File: src/rtl/alu_regfile_datapath.sv
// Integer execute datapath: 32 x XLEN register file (x0 reads zero) feeding an RV32I-style ALU, result written back to rd.
// Latency: result/rs1_value/rs2_value/error are combinational; write-back commits on the rising clk edge.
// Backpressure: none; one instruction is accepted every cycle, and write_enable gates the commit.
//
// Ports:
//   clk, reset_n         clock, synchronous active-low reset (clears all registers)
//   write_enable, rd     commit result to rd on this edge (rd == 0 discarded)
//   op                   ALU op code {funct7[5], funct3}
//   rs1, rs2             source register addresses
//   has_immediate, imm   operand B select: sign-extended 12-bit imm, or rs2 contents
//   result, error        ALU result (also write-back data); error flags an undefined op
//   rs1_value, rs2_value current source register contents
module alu_regfile_datapath #(
   parameter int XLEN  = 32,
   parameter int NREGS = 32
) (
   input  logic            clk,
   input  logic            reset_n,
   input  logic            write_enable,
   input  logic [3:0]      op,
   input  logic [4:0]      rd,
   input  logic [4:0]      rs1,
   input  logic [4:0]      rs2,
   input  logic            has_immediate,
   input  logic [11:0]     imm,
   output logic [XLEN-1:0] result,
   output logic [XLEN-1:0] rs1_value,
   output logic [XLEN-1:0] rs2_value,
   output logic            error
);

   typedef enum logic [3:0] {
      OP_ADD  = 4'b0000,
      OP_SUB  = 4'b1000,
      OP_SLL  = 4'b0001,
      OP_SLT  = 4'b0010,
      OP_SLTU = 4'b0011,
      OP_XOR  = 4'b0100,
      OP_SRL  = 4'b0101,
      OP_SRA  = 4'b1101,
      OP_OR   = 4'b0110,
      OP_AND  = 4'b0111
   } alu_op_e;

   logic [XLEN-1:0] regs [NREGS];
   logic [XLEN-1:0] operand_a;
   logic [XLEN-1:0] operand_b;
   logic [4:0]      shamt;

   // x0 is forced to zero on the read side, so its storage never matters.
   assign rs1_value = (rs1 == 5'd0) ? '0 : regs[rs1];
   assign rs2_value = (rs2 == 5'd0) ? '0 : regs[rs2];

   assign operand_a = rs1_value;
   assign operand_b = has_immediate ? {{(XLEN-12){imm[11]}}, imm} : rs2_value;
   assign shamt     = operand_b[4:0];

   always_comb begin
      result = '0;
      error  = 1'b0;
      case (op)
         OP_ADD:  result = operand_a + operand_b;
         OP_SUB:  result = operand_a - operand_b;
         OP_SLL:  result = operand_a << shamt;
         OP_SLT:  result = {{(XLEN-1){1'b0}}, ($signed(operand_a) < $signed(operand_b))};
         OP_SLTU: result = {{(XLEN-1){1'b0}}, (operand_a < operand_b)};
         OP_XOR:  result = operand_a ^ operand_b;
         OP_SRL:  result = operand_a >> shamt;
         OP_SRA:  result = $unsigned($signed(operand_a) >>> shamt);
         OP_OR:   result = operand_a | operand_b;
         OP_AND:  result = operand_a & operand_b;
         default: begin
            result = '0;
            error  = 1'b1;
         end
      endcase
   end

   // No bypass: a same-cycle read of rd sees the pre-write value.
   // Undefined ops still commit their zero result when enabled.
   always_ff @(posedge clk) begin
      if (!reset_n) begin
         for (int i = 0; i < NREGS; i++) begin
            regs[i] <= '0;
         end
      end else if (write_enable && (rd != 5'd0)) begin
         regs[rd] <= result;
      end
   end

endmodule

File: config.mk
export PLATFORM = sky130hd
export DESIGN_NAME = alu_regfile_datapath
export DESIGN_NICKNAME = d
export VERILOG_FILES = /design/src/rtl/alu_regfile_datapath.sv
export SDC_FILE = /design/constraint.sdc
export NUM_CORES = 2
export LEC_CHECK = 0
export CAP_MARGIN = 20
export CORE_UTILIZATION = 40
export CTS_CLUSTER_SIZE = 30
export DETAILED_ROUTE_END_ITERATION = 10
export PLACE_DENSITY = 0.64
export SETUP_SLACK_MARGIN = 0.05
export SYNTH_ARGS = -nofsm -noshare
export SYNTH_HDL_FRONTEND = slang
export SYNTH_SLANG_ARGS = --single-unit
File: constraint.sdc
create_clock -name clk -period 12 [get_ports clk]
set_input_delay 2.4 -clock clk [delete_from_list [all_inputs] [get_ports clk]]
set_output_delay 2.4 -clock clk [all_outputs]
set_load 0.05 [all_outputs]
==> flow_summary.toml <==
[outcome]
status = "finished clean"

[logic_synthesis]
async_flop_share_pct = 0
ys.flop_type = "edfxtp_1"
synth_edf_count = 1024
ys_ff_latch = 1024
synth_cell_types = 108
yosysTopAreaCell = "edfxtp_1"
yosysWarnings = 0
synth_top_area_share_pct = 48.7
ys_top_cells_by_area = "edfxtp_1, mux4_2, nor2_1"
syn_area_sq_um = 63100
syn-mean-instance-area_sq_um = 12.1
yosysSeqAreaShare_pct = 48.7
postSynthCellCount = 5217

[clock_tree]
post_cts_resized = 0
root_buffer = "clkbuf_16"
holdBufCountCts = 0
cts_setup_buffers = 0
cts.htree.levels = 3
clockBufferDepth = 3
clk_pin_slew_worst_paths_ps = 60
cts.sinks = 1024
cts_buffers = 102
tritoncts = "built"
insertion_delay_ps = 740

[min_path]
hold_depth = 8
min_from = "regs[24][4]$_SDFFCE_PN0P_"
hold_class = "flip-flop to flip-flop"
hold_end = "regs[4][7]$_SDFFCE_PN0P_"

[sta]
hold_viol_final = 0
period_share_pct = 96.0
tns_ps = 0
timing.fmax_ghz = 0.0868
worst_slew_pin_slew_ps = 1130
finalSetupViolCount = 0
drv_slew = 0
rsz0062_at_grt = "no"
slew-limit-headroom_pct = 24.5
min_period_ps = 11520
hold-worst-slack_ps = 1940
fin_skew_ps = 46.9

[floorplanning]
row_count = 145
die_h_microns = 399
start_util_pct = 40.4
top_level_ports = 132
die_w_microns = 399
die-area_sq_um = 159000
core_sq_um = 156000

[critical_path]
crit_required_ps = 9600
cp-start-kind = "input port"
cp_max_fo = 14
r2r_start = "regs[27][6]$_SDFFCE_PN0P_"
r2r_cells = 18
path_class = "input port to output pin"
worstPathArrival_ps = 9120
worst_r2r_endpoint = "regs[6][21]$_SDFFCE_PN0P_"
end_kind = "output pin"
crit_start = "rs1[3]"
rrSetupSlack_ps = 5210

[route]
route.vias.total = 50800
firstDrtPassIters = 6
vias_per_cell = 6.88
final_antenna_net_count = 0
avgRoutedWirePerCell_microns = 37.0
drt_wl_total_mm = 273
drc = 0
drt_iter0_markers = 8621

[cells_and_area]
area_growth_pct = 11.8
regMostFlops = "regs"
seqCellArea_sq_um = 30700
largest_reg_flops = 1024
drive_gt1_share_pct = 23.0
reg.largest.list = "regs x1024"
final_common_cell = "nor2_1"
final_nets = 5385
n_fill_cell = 14100
layout_common_cells = "nor2_1, edfxtp_1, mux4_2, buf_4, a21oi_1"
multi_input_area_sq_um = 29800

[placement]
routabilityCongestion = 1.04
portBuffers = 131
hpwl_mm = 175

[global_routing]
grt.total_usage_pct = 33.7
antenna_found_initial = 10
use_met1_pct = 46.2
overflow = 0
met3_usage_pct = 11.1
grt_first_pass_wirelength_mm = 375
first_global_vias = 48400
globalRouteMet2Util_pct = 47.6
busiest_layer = "met2"
grt_max_degree = 76

[pwr]
power_density_nw_per_um2 = 144
p_leak_nw = 25.3
ir_drop_uv = 121

[flow_run]
cap_violations = 0
-- worst max-delay path by stage --
stage / to / slack (ps) / depth (start not counted)
after floorplan: result[30] / 640 / 24
after global placement: result[31] / 750 / 22
after detailed placement: result[31] / 710 / 22
after CTS: result[31] / 680 / 22
after global routing: result[31] / 290 / 22
final: result[26] / 480 / 19
-- power breakdown --
part           internal [mW]  leakage (nW)  switching, mW
Clock                   1.83          1.61           1.46
Sequential              4.07          10.6         0.0690
Combinational          0.843          13.1           1.90
Total                   6.74          25.3           3.43
-- routing by layer --
| metal | share of wire [%] | vias up |
|---|---|---|
| met2 | 42 | 4416 |
| met5 | 0.012 | - |
| met3 | 15 | 775 |
| met1 | 37 | 25700 |
| met4 | 6.1 | 8 |
| li1 | - | 19900 |
-- kinds of logic (layout without fill, tap and decap cells) --
family / Yosys count / after routing / synth area share [%]
simple gates: 1711 / 1711 / 11.8
compound gates: 895 / 895 / 9.82
fa+ha+maj: 103 / 103 / 2.07
mux: 799 / 799 / 22.3
other cells: 1 / 33 / 0.00594
xor+xnor: 16 / 16 / 0.222
buf+inv: 668 / 747 / 5.00
flops: 1024 / 1024 / 48.7
-- through the flow --
| step | worst slack [ps] | instances | utilization [%] | area (sq um) | power (mW) |
|---|---|---|---|---|---|
| 3_5_place_dp | 711 | 7199 | 43.0 | 67300 | 6.86 |
| 3_3_place_gp | 754 | 7198 | 43.0 | 67300 | 6.85 |
| 2_1_floorplan | 638 | 5248 | - | 63200 | 5.84 |
| 5_1_grt | 287 | 7385 | 45.1 | 70600 | 10.4 |
| 6_report | 480 | 7386 | 45.1 | 70600 | 10.2 |
| 4_1_cts | 679 | 7383 | 45.1 | 70600 | 10.1 |
-- synthesized netlist by cell type (all sizes together) (7+ instances only) --
cell type  number
a21o           18
ha            101
o22a            9
a22oi          52
o21a           15
o22ai          33
or3            20
o221ai         36
nor2b          30
edfxtp       1024
mux2           88
a31oi          28
o2111ai         7
a21boi          9
xnor2          11
mux2i         234
and3           19
buf           257
a211o          12
nor4           26
a221oi         49
nand2         320
inv           159
o21bai         10
a211oi         73
a21oi         268
o31ai          10
o211ai         40
nand4          33
clkbuf        252
nand3          24
nor3           70
nor3b           9
o21ai         135
nand2b         14
a221o          15
mux4          477
and2           29
nor2         1085
-- worst max-delay path, stage by stage --
cell      delay, ps
buf_2           320
buf_4           320
nor2_1          840
nand2_1         790
o211ai_1        420
nor2_1          180
ha_1            440
nor3b_1         450
and4_1          250
o21ai_0          90
buf_4           190
a211oi_1        740
o21ai_0         310
a21oi_1         230
a31oi_1          70
mux2i_1         200
nor4_4          520
inv_1           160
buf_12          180
-- layout make-up --
| type | instances | area share (%) |
|---|---|---|
| Sequential cell | 1024 | 43.6 |
| Timing Repair Buffer | 404 | 4.99 |
| Antenna cell | 1 | 0.00354 |
| Multi-Input combinational cell | 3556 | 42.2 |
| Clock inverter | 59 | 0.975 |
| Tap cell | 2058 | 3.65 |
| Clock buffer | 125 | 3.74 |
| Inverter | 159 | 0.847 |
Power figures use the tool's default switching activity.
